==> src/rtl/block_read_collector_if.sv <==
// Bundles the multiplier block-read port and the downstream valid/ready stream.
// Master is the collector; slave is the multiplier plus downstream consumer.
interface block_read_collector_if #(
  parameter int unsigned WIDTH  = 32,
  parameter int unsigned ADDR_W = 6
) ();
  logic              EN_blockRead;
  logic              VALID_memVal;
  logic [WIDTH-1:0]  memVal_data;
  logic              out_valid;
  logic              out_ready;
  logic [WIDTH-1:0]  out_data;
  logic [ADDR_W-1:0] out_idx;
  logic              out_last;

  modport master (
    output EN_blockRead,
    input  VALID_memVal,
    input  memVal_data,
    output out_valid,
    input  out_ready,
    output out_data,
    output out_idx,
    output out_last
  );

  modport slave (
    input  EN_blockRead,
    output VALID_memVal,
    output memVal_data,
    input  out_valid,
    output out_ready,
    input  out_data,
    input  out_idx,
    input  out_last
  );
endinterface

==> src/rtl/block_read_collector.sv <==
// Requests one block read, captures the word burst into a small FIFO and re-emits it as an
// indexed stream, keeping a running sum plus sticky overflow/timeout flags.
module block_read_collector #(
  parameter int unsigned WIDTH      = 32,
  parameter int unsigned DEPTH      = 64,
  parameter int unsigned ADDR_W     = 6,
  parameter int unsigned FIFO_DEPTH = 4,
  parameter int unsigned TIMEOUT    = 16
) (
  input  logic                      clk,
  input  logic                      rst,
  input  logic                      start,
  block_read_collector_if.master    bus,
  output logic                      busy,
  output logic                      done,
  output logic [WIDTH+ADDR_W-1:0]   sum,
  output logic                      err_overflow,
  output logic                      err_timeout
);

  localparam int unsigned SumW  = WIDTH + ADDR_W;
  localparam int unsigned PtrW  = $clog2(FIFO_DEPTH);
  localparam int unsigned CntW  = PtrW + 1;
  localparam int unsigned IdleW = $clog2(TIMEOUT + 1);

  typedef enum logic [2:0] {StIdle, StReq, StWait, StRecv, StDrain, StDone} stateT;

  stateT             state;
  logic              enBlockRead;
  logic [ADDR_W-1:0] wordCnt;
  logic [IdleW-1:0]  idleCnt;

  logic [WIDTH-1:0]  dataMem [FIFO_DEPTH];
  logic [ADDR_W-1:0] idxMem  [FIFO_DEPTH];
  logic [PtrW-1:0]   wrPtr;
  logic [PtrW-1:0]   rdPtr;
  logic [PtrW-1:0]   headPtr;
  logic [CntW-1:0]   fifoCnt;

  logic fifoEmpty;
  logic fifoFull;
  logic capture;
  logic pop;
  logic push;
  logic overflow;

  assign fifoEmpty = (fifoCnt == '0);
  assign fifoFull  = (fifoCnt == CntW'(FIFO_DEPTH));
  assign capture   = bus.VALID_memVal && ((state == StWait) || (state == StRecv));
  assign pop       = !fifoEmpty && bus.out_ready;
  // A full FIFO still takes the word if the head leaves on the same edge.
  assign push      = capture && (!fifoFull || pop);
  assign overflow  = capture && fifoFull && !pop;

  always_ff @(posedge clk or negedge rst) begin
    if (!rst) begin
      state        <= StIdle;
      enBlockRead  <= 1'b0;
      busy         <= 1'b0;
      done         <= 1'b0;
      sum          <= '0;
      wordCnt      <= '0;
      idleCnt      <= '0;
      err_overflow <= 1'b0;
      err_timeout  <= 1'b0;
    end else begin
      enBlockRead <= 1'b0;
      done        <= 1'b0;
      // Sum and count track every captured word, even ones the FIFO drops.
      if (capture) begin
        sum     <= sum + SumW'(bus.memVal_data);
        wordCnt <= wordCnt + ADDR_W'(1);
        idleCnt <= '0;
        if (overflow) err_overflow <= 1'b1;
      end
      case (state)
        StIdle: begin
          if (start) begin
            state        <= StReq;
            enBlockRead  <= 1'b1;
            busy         <= 1'b1;
            sum          <= '0;
            wordCnt      <= '0;
            idleCnt      <= '0;
            err_overflow <= 1'b0;
            err_timeout  <= 1'b0;
          end
        end
        StReq: state <= StWait;
        StWait, StRecv: begin
          if (capture) begin
            if (state == StWait) begin
              state <= StRecv;
            end else if (wordCnt == ADDR_W'(DEPTH - 1)) begin
              state <= StDrain;
            end
          end else if (idleCnt == IdleW'(TIMEOUT - 1)) begin
            err_timeout <= 1'b1;
            state       <= StDrain;
          end else begin
            idleCnt <= idleCnt + IdleW'(1);
          end
        end
        StDrain: begin
          if (fifoEmpty) begin
            state <= StDone;
            done  <= 1'b1;
          end
        end
        StDone: begin
          state <= StIdle;
          busy  <= 1'b0;
        end
        default: state <= StIdle;
      endcase
    end
  end

  always_ff @(posedge clk or negedge rst) begin
    if (!rst) begin
      for (int i = 0; i < int'(FIFO_DEPTH); i++) begin
        dataMem[i] <= '0;
        idxMem[i]  <= '0;
      end
      wrPtr   <= '0;
      rdPtr   <= '0;
      fifoCnt <= '0;
    end else begin
      if (push) begin
        dataMem[wrPtr] <= bus.memVal_data;
        idxMem[wrPtr]  <= wordCnt;
        wrPtr          <= wrPtr + PtrW'(1);
      end
      if (pop) rdPtr <= rdPtr + PtrW'(1);
      case ({push, pop})
        2'b10:   fifoCnt <= fifoCnt + CntW'(1);
        2'b01:   fifoCnt <= fifoCnt - CntW'(1);
        default: fifoCnt <= fifoCnt;
      endcase
    end
  end

  // When empty, point at the slot just popped so the head holds its last value.
  assign headPtr = fifoEmpty ? (rdPtr - PtrW'(1)) : rdPtr;

  assign bus.EN_blockRead = enBlockRead;
  assign bus.out_valid    = !fifoEmpty;
  assign bus.out_data     = dataMem[headPtr];
  assign bus.out_idx      = idxMem[headPtr];
  assign bus.out_last     = !fifoEmpty && (idxMem[headPtr] == ADDR_W'(DEPTH - 1));

endmodule
==> src/flat_wrapper.sv <==
// flat-port wrapper written by rule: the top's interface ports become plain ports
module block_read_collector_flat 
#(
  parameter int unsigned WIDTH      = 32,
  parameter int unsigned DEPTH      = 64,
  parameter int unsigned ADDR_W     = 6,
  parameter int unsigned FIFO_DEPTH = 4,
  parameter int unsigned TIMEOUT    = 16
)
  (clk, rst, start, busy, done, sum, err_overflow, err_timeout, bus_EN_blockRead, bus_VALID_memVal, bus_memVal_data, bus_out_valid, bus_out_ready, bus_out_data, bus_out_idx, bus_out_last);
  block_read_collector_if #(.WIDTH(WIDTH), .ADDR_W(ADDR_W)) bus_i ();
  input  logic clk;
  input  logic rst;
  input  logic start;
  output logic busy;
  output logic done;
  output logic [WIDTH+ADDR_W-1:0] sum;
  output logic err_overflow;
  output logic err_timeout;
  output wire logic [$bits(bus_i.EN_blockRead)-1:0] bus_EN_blockRead;
  input wire logic [$bits(bus_i.VALID_memVal)-1:0] bus_VALID_memVal;
  input wire logic [$bits(bus_i.memVal_data)-1:0] bus_memVal_data;
  output wire logic [$bits(bus_i.out_valid)-1:0] bus_out_valid;
  input wire logic [$bits(bus_i.out_ready)-1:0] bus_out_ready;
  output wire logic [$bits(bus_i.out_data)-1:0] bus_out_data;
  output wire logic [$bits(bus_i.out_idx)-1:0] bus_out_idx;
  output wire logic [$bits(bus_i.out_last)-1:0] bus_out_last;
  assign bus_EN_blockRead = bus_i.EN_blockRead;
  assign bus_i.VALID_memVal = bus_VALID_memVal;
  assign bus_i.memVal_data = bus_memVal_data;
  assign bus_out_valid = bus_i.out_valid;
  assign bus_i.out_ready = bus_out_ready;
  assign bus_out_data = bus_i.out_data;
  assign bus_out_idx = bus_i.out_idx;
  assign bus_out_last = bus_i.out_last;
  block_read_collector #(.WIDTH(WIDTH), .DEPTH(DEPTH), .ADDR_W(ADDR_W), .FIFO_DEPTH(FIFO_DEPTH), .TIMEOUT(TIMEOUT)) u_core (.clk(clk), .rst(rst), .start(start), .bus(bus_i), .busy(busy), .done(done), .sum(sum), .err_overflow(err_overflow), .err_timeout(err_timeout));
endmodule
==> config.mk <==
export PLATFORM = sky130hd
export DESIGN_NAME = block_read_collector_flat
export DESIGN_NICKNAME = d
export VERILOG_FILES = /design/src/rtl/block_read_collector_if.sv /design/src/rtl/block_read_collector.sv /design/src/flat_wrapper.sv
export SDC_FILE = /design/constraint.sdc
export NUM_CORES = 1
export LEC_CHECK = 0
export CAP_MARGIN = 20
export CELL_PAD_IN_SITES_DETAIL_PLACEMENT = 0
export CELL_PAD_IN_SITES_GLOBAL_PLACEMENT = 2
export CORE_MARGIN = 4
export CORE_UTILIZATION = 35
export DETAILED_ROUTE_END_ITERATION = 7
export GPL_ROUTABILITY_DRIVEN = 0
export GPL_TIMING_DRIVEN = 1
export PLACE_DENSITY = 0.85
export SKIP_CTS_REPAIR_TIMING = 1
export SYNTH_ARGS = -nofsm -noshare
export SYNTH_HDL_FRONTEND = slang
export SYNTH_SLANG_ARGS = --single-unit
==> constraint.sdc <==
create_clock -name clk -period 4.9 [get_ports clk]
set_input_delay 0.49 -clock clk [delete_from_list [all_inputs] [get_ports clk]]
set_output_delay 0.49 -clock clk [all_outputs]
set_load 0.02 [all_outputs]
==> flow_summary.ini, run 1 <==
[logic_synthesis]
synth_cells = 950
synth_area_um2 = 11300
yosysTopAreaCellShare_pct = 48.0
synth_ff_type = dfrtp_1
synth_nets = 1028
postSynthAreaPerCell_um2 = 11.8
synth-seq-cells = 216
async_reset_ff_share_pct = 100
ys_types = 65
synth_commonest_cells = 216 x dfrtp_1, 148 x mux2_2, 87 x nand2_1
yosysTopAreaCell = dfrtp_1
ys_warn_count = 0
synthMostInstantiatedCell = dfrtp_1
ys_seq_area_share_pct = 48.0
synth-edff-count = 0
synth_area_leaders = dfrtp_1 48%, mux2_2 15%, mux4_2 7.6%

[critical_path]
worst_path_largest_cell_delay_ns = 0.78
cp.required_ns = 4.41
cp_num_buf_inv = 2
end_kind = output pin
worstPathMaxFanout = 24
start_kind = flip-flop
cp_cell_sequence = or3_1, nor2_1, xnor2_2, buf_4, mux4_2, clkdlybuf4s50_1
slowest_stage = xnor2_2
critPathArrivalTime_ns = 3.70
criticalPathCategory = flip-flop to output pin
cp_top_family = buffers and inverters

[power]
ir_drop_mv = 0.360
swShare_pct = 37.5
intPower_mw = 6.56
power.density_nw_per_um2 = 760
leakage_nw = 5.97
p_switching_mw = 3.93
total_power_mw = 10.5
p_clk_share_pct = 20.1
pwr-share-comb_pct = 50.7
seqPwrFrac_pct = 29.2

[detailed_routing]
drt-initial-drc-count = 336
vias = 7771
via_per_inst = 5.26
drc_errors = 0
detail_route.wl_per_cell_um = 19.6
drt_wl_total_um = 28900
antenna_left = 0
first_pass_iters = 4

[clock_network]
cts_made_buffers = 25
clock_latency_ns = 0.52
cts_tree = built
clkTransAtPathRegs_ns = 0.06
ctsHtreeMaxLevel = 1
clock_path_buffers = 3
clock_tree.root_cell = clkbuf_16
clock_sinks = 216

[floorplanning]
design.core.area_um2 = 31600
boundaryPins = 120
die_h_um = 187
start_util_pct = 35.6
dieArea_um2 = 35100
row_count = 65
fp.dieW_um = 187

[global_route]
grt-ovfl-total = 0
grt_max_degree = 112
antenna_found_initial = 0
grt_pass1_vias = 8276
grt_pass1_wl_um = 47300
grtUsageTotal_pct = 16.5

[place]
dp_hpwl_um = 19900
io_buffers = 119
placed_area_um2 = 12900

[sta]
fin_tns_setup_ns = 0
fin_worst_skew_ns = 0.0176
finalHoldViolations = 0
worst_pin_slew_ns = 0.991
period_share_pct = 85.4
rsz0062_at_grt = no
setup_viol = 0
whs_ns = 0.0842
period_needed_ns = 4.19
fmax_mhz = 239
drv_slew = 0
max-slew-margin-rel_pct = 33.6

[layout]
syn_to_final_growth_pct = 22.7
utilization_pct = 43.6
final_area_um2 = 13800
diodes = 0
drive_above_1_share_pct = 24.7
finalNetCount = 1133

[min_path]
hp-class = input port to asynchronous set/reset pin

[run_status]
status = complete, no violations

[run]
drv_cap = 0
## cell type report
type,instances,area [um^2]
clock buffers,34,719
clock inverters,12,221
fillers,2938,17800
inverters,26,97.6
multi-input cells,656,5570
flip-flops and latches,216,5410
well taps,402,503
repair buffers,130,1290
## sequential cells by signal (all words and copies together) (netlist names), 2 cells and up
name / count
u_core.dataMem: 128
u_core.fifoCnt: 3
u_core.idleCnt: 5
u_core.idxMem: 24
u_core.rdPtr: 2
u_core.state: 3
u_core.sum: 38
u_core.wordCnt: 6
u_core.wrPtr: 2
## power by group through the flow
stage	clock network, mW	logic, mW	registers, mW
after floorplan	0	3.50	3.03
after global placement	0	5.34	3.07
after detailed placement	0	5.38	3.10
after CTS	2.16	5.41	3.08
after global routing	2.24	5.79	3.16
final	2.11	5.32	3.07
## cells in the final DEF, fill, tap and decap left out, types with 4 or more instances in the layout
master,count
dfrtp_1,216
mux2_2,148
clkdlybuf4s50_1,118
nand2_1,82
a21oi_1,58
nor2_1,47
ha_1,39
mux4_2,38
o21ai_0,35
inv_1,26
clkbuf_16,25
nand3_1,24
xnor2_1,18
xor2_1,15
a21o_1,13
nand4_1,12
nor3_1,11
buf_4,10
a211oi_1,9
clkbuf_8,7
mux2i_1,6
o21a_1,6
bufinv_16,6
nand2_2,5
or3_1,5
o31ai_1,5
and3_1,5
a31oi_1,5
nor2b_1,4
and2_1,4
o21bai_1,4
o211ai_1,4
or2_2,4
## per-stage QoR
stage          setup WS, ns  std cells
2_1_floorplan          2.06        950
3_3_place_gp           1.31       1430
3_5_place_dp           1.24       1430
4_1_cts               0.663       1476
5_1_grt               0.532       1476
6_report              0.714       1476
## cell families after synthesis
group | after synthesis | synth area share, %
buf+inv | 78 | 2.80
simple gates | 216 | 8.81
compound gates | 172 | 10.0
fa+ha+maj | 41 | 4.69
flops | 216 | 48.0
mux | 192 | 22.9
xor+xnor | 35 | 2.72
## routing by layer
metal  GRT usage [%]  routed length [um]
met3            2.74                1090
met5               0                   0
met1            23.0               13500
met2            27.5               13900
met4            3.36                 452
## final timing paths
path / cells after the start / from / slack [ns] / endpoint
worst max-delay path: 6 / u_core.fifoCnt[0]$_DFFE_PN0P_ / 0.71 / bus_out_data[19]
worst min-delay path: 1 / rst / 0.08 / u_core.dataMem[8]$_DFFE_PN0P_
worst max register to register: 11 / u_core.sum[0]$_DFF_PN0_ / 1.90 / u_core.sum[24]$_DFF_PN0_
worst min register to register: 2 / u_core.dataMem[65]$_DFFE_PN0P_ / 0.48 / u_core.dataMem[65]$_DFFE_PN0P_
max in group asynchronous: 2 / rst / 3.71 / u_core.dataMem[61]$_DFFE_PN0P_
min in group clk: 2 / u_core.dataMem[65]$_DFFE_PN0P_ / 0.48 / u_core.dataMem[65]$_DFFE_PN0P_
Power figures use the tool's default switching activity.
==> run 2: changes to the inputs <==
clock period = 4.41 ns   (was 4.9 ns; I/O delays follow)
==> flow_summary.ini, run 2 (synthesized netlist as in run 1, its figures left out) <==
[layout]
diodes = 0
drive_above_1_share_pct = 25.1
final_area_um2 = 13700
final_common_cell = dfrtp_1
finalNetCount = 1140
layout_common_cells = 216 x dfrtp_1, 148 x mux2_2, 118 x clkdlybuf4s50_1
syn_to_final_growth_pct = 22.1
max_flop_register = u_core.dataMem
reg_top3 = u_core.dataMem x128, u_core.sum x38, u_core.idxMem x24
utilization_pct = 43.4
largest_reg_flops = 128
fillers = 2908
final_cells = 1482

[critical_path]
end_kind = output pin
cp_cell_sequence = or3_1, nor2_1, xnor2_2, buf_4, mux4_2, nand4_1, nor2_1, clkdlybuf4s50_1
r2r_cells = 11
criticalPathCategory = flip-flop to output pin
path_common_cell = nor2_1
worst_path_largest_cell_delay_ns = 0.61
startpoint = u_core.fifoCnt[1]$_DFFE_PN0P_
start_kind = flip-flop
critPathArrivalTime_ns = 3.46
cp.required_ns = 3.97
worstPathMaxFanout = 22
worstReg2RegStart = u_core.sum[0]$_DFF_PN0_
slowest_stage = clkdlybuf4s50_1

[clock_network]
clock_tree.root_cell = clkbuf_16
ctsHtreeMaxLevel = 1
clock_sinks = 216
clock_path_buffers = 3
cts_tree = built
clkTransAtPathRegs_ns = 0.06
cts_made_buffers = 25
clock_latency_ns = 0.52

[sta]
whs_ns = 0.0104
worst_pin_slew_ns = 0.967
fin_tns_setup_ns = 0
period_share_pct = 88.5
max-slew-margin-rel_pct = 35.5
drv_slew = 0
fin_worst_skew_ns = 0.0154
finalHoldViolations = 0
period_needed_ns = 3.90
rsz0062_at_grt = no
setup_viol = 0
fmax_mhz = 256

[place]
post-place-cells = 1437
dp_hpwl_um = 20000
io_buffers = 119
placed_area_um2 = 12900

[global_route]
antenna_found_initial = 0
grt_max_degree = 107
grt_pass1_vias = 8285
grt_pass1_wl_um = 47300
grt-ovfl-total = 0
grtUsageTotal_pct = 16.5

[power]
power.density_nw_per_um2 = 831
ir_drop_mv = 0.451
leakage_nw = 5.95

[detailed_routing]
via_per_inst = 5.36
vias = 7937
detail_route.wl_per_cell_um = 19.4
antenna_left = 0
drt_wl_total_um = 28700
drt-initial-drc-count = 336
drc_errors = 0
first_pass_iters = 5

[min_path]
hp-class = input port to asynchronous set/reset pin

[floorplanning]
design.core.area_um2 = 31600
die_h_um = 187
row_count = 65
start_util_pct = 35.6
dieArea_um2 = 35100
fp.dieW_um = 187
boundaryPins = 120

[run]
drv_cap = 0

[run_status]
status = complete, no violations
-- run 2: changes by cell type in the layout (fill, tap and decap cells not counted), sizes merged --
cell / previous run / this run
buf: 11 / 18
clkinv: 2 / 9
bufinv: 6 / 2
clkbuf: 35 / 33
clkinvlp: 3 / 2
inv: 27 / 26
-- run 2: worst max-delay path: cells and delay by family (launching register included) --
kind / cells / cell delay (ns)
XOR/XNOR: 1 / 0.19
AND/OR/NAND/NOR: 4 / 1.05
flip-flops: 1 / 0.40
multiplexers: 1 / 0.29
buffers and inverters: 2 / 1.02
-- run 2: cell type report --
cell class | instances | area (um^2) | area share (%)
Timing Repair Buffer | 137 | 1340 | 9.77
Clock buffer | 32 | 692 | 5.04
Multi-Input combinational cell | 656 | 5570 | 40.6
Sequential cell | 216 | 5410 | 39.4
Clock inverter | 13 | 124 | 0.902
Inverter | 26 | 97.6 | 0.711
Tap cell | 402 | 503 | 3.66
-- run 2: power breakdown --
group / leakage, nW / total (mW) / internal, mW / switching (mW)
clock network: 0.404 / 2.06 / 1.22 / 0.836
logic: 2.84 / 5.99 / 2.99 / 3.00
registers: 2.71 / 3.37 / 2.83 / 0.540
total: 5.95 / 11.4 / 7.04 / 4.38
-- run 2: stage by stage --
stage | worst slack (ns) | total power [mW]
after floorplan | 1.62 | 7.25
after global placement | 0.889 | 9.36
after detailed placement | 0.856 | 9.44
after CTS | 0.443 | 11.6
after global routing | 0.279 | 12.2
final | 0.506 | 11.4
-- run 2: per-layer routing --
layer / GRT usage, % / vias up / part of all wire [%]
met5: 0 / - / 0
met4: 3.75 / 0 / 2.2
met3: 3.30 / 40 / 5.0
met2: 27.2 / 171 / 47
met1: 22.6 / 4025 / 45
li1: - / 3701 / -
-- run 2: path summary, 6_finish.rpt --
kind	endpoint	slack, ns
max	bus_out_last	0.51
min in group clk	u_core.dataMem[1]$_DFFE_PN0P_	0.48
min	u_core.dataMem[6]$_DFFE_PN0P_	0.01
min reg2reg	u_core.dataMem[1]$_DFFE_PN0P_	0.48
max reg2reg	u_core.sum[24]$_DFF_PN0_	1.49
max in group asynchronous	u_core.sum[1]$_DFF_PN0_	3.29
==> run 3: changes to the inputs <==
SLEW_MARGIN = 20   (was default)
==> results of run 3 <==
Same layout as run 2: the final DEF is identical, and so are final timing and power.
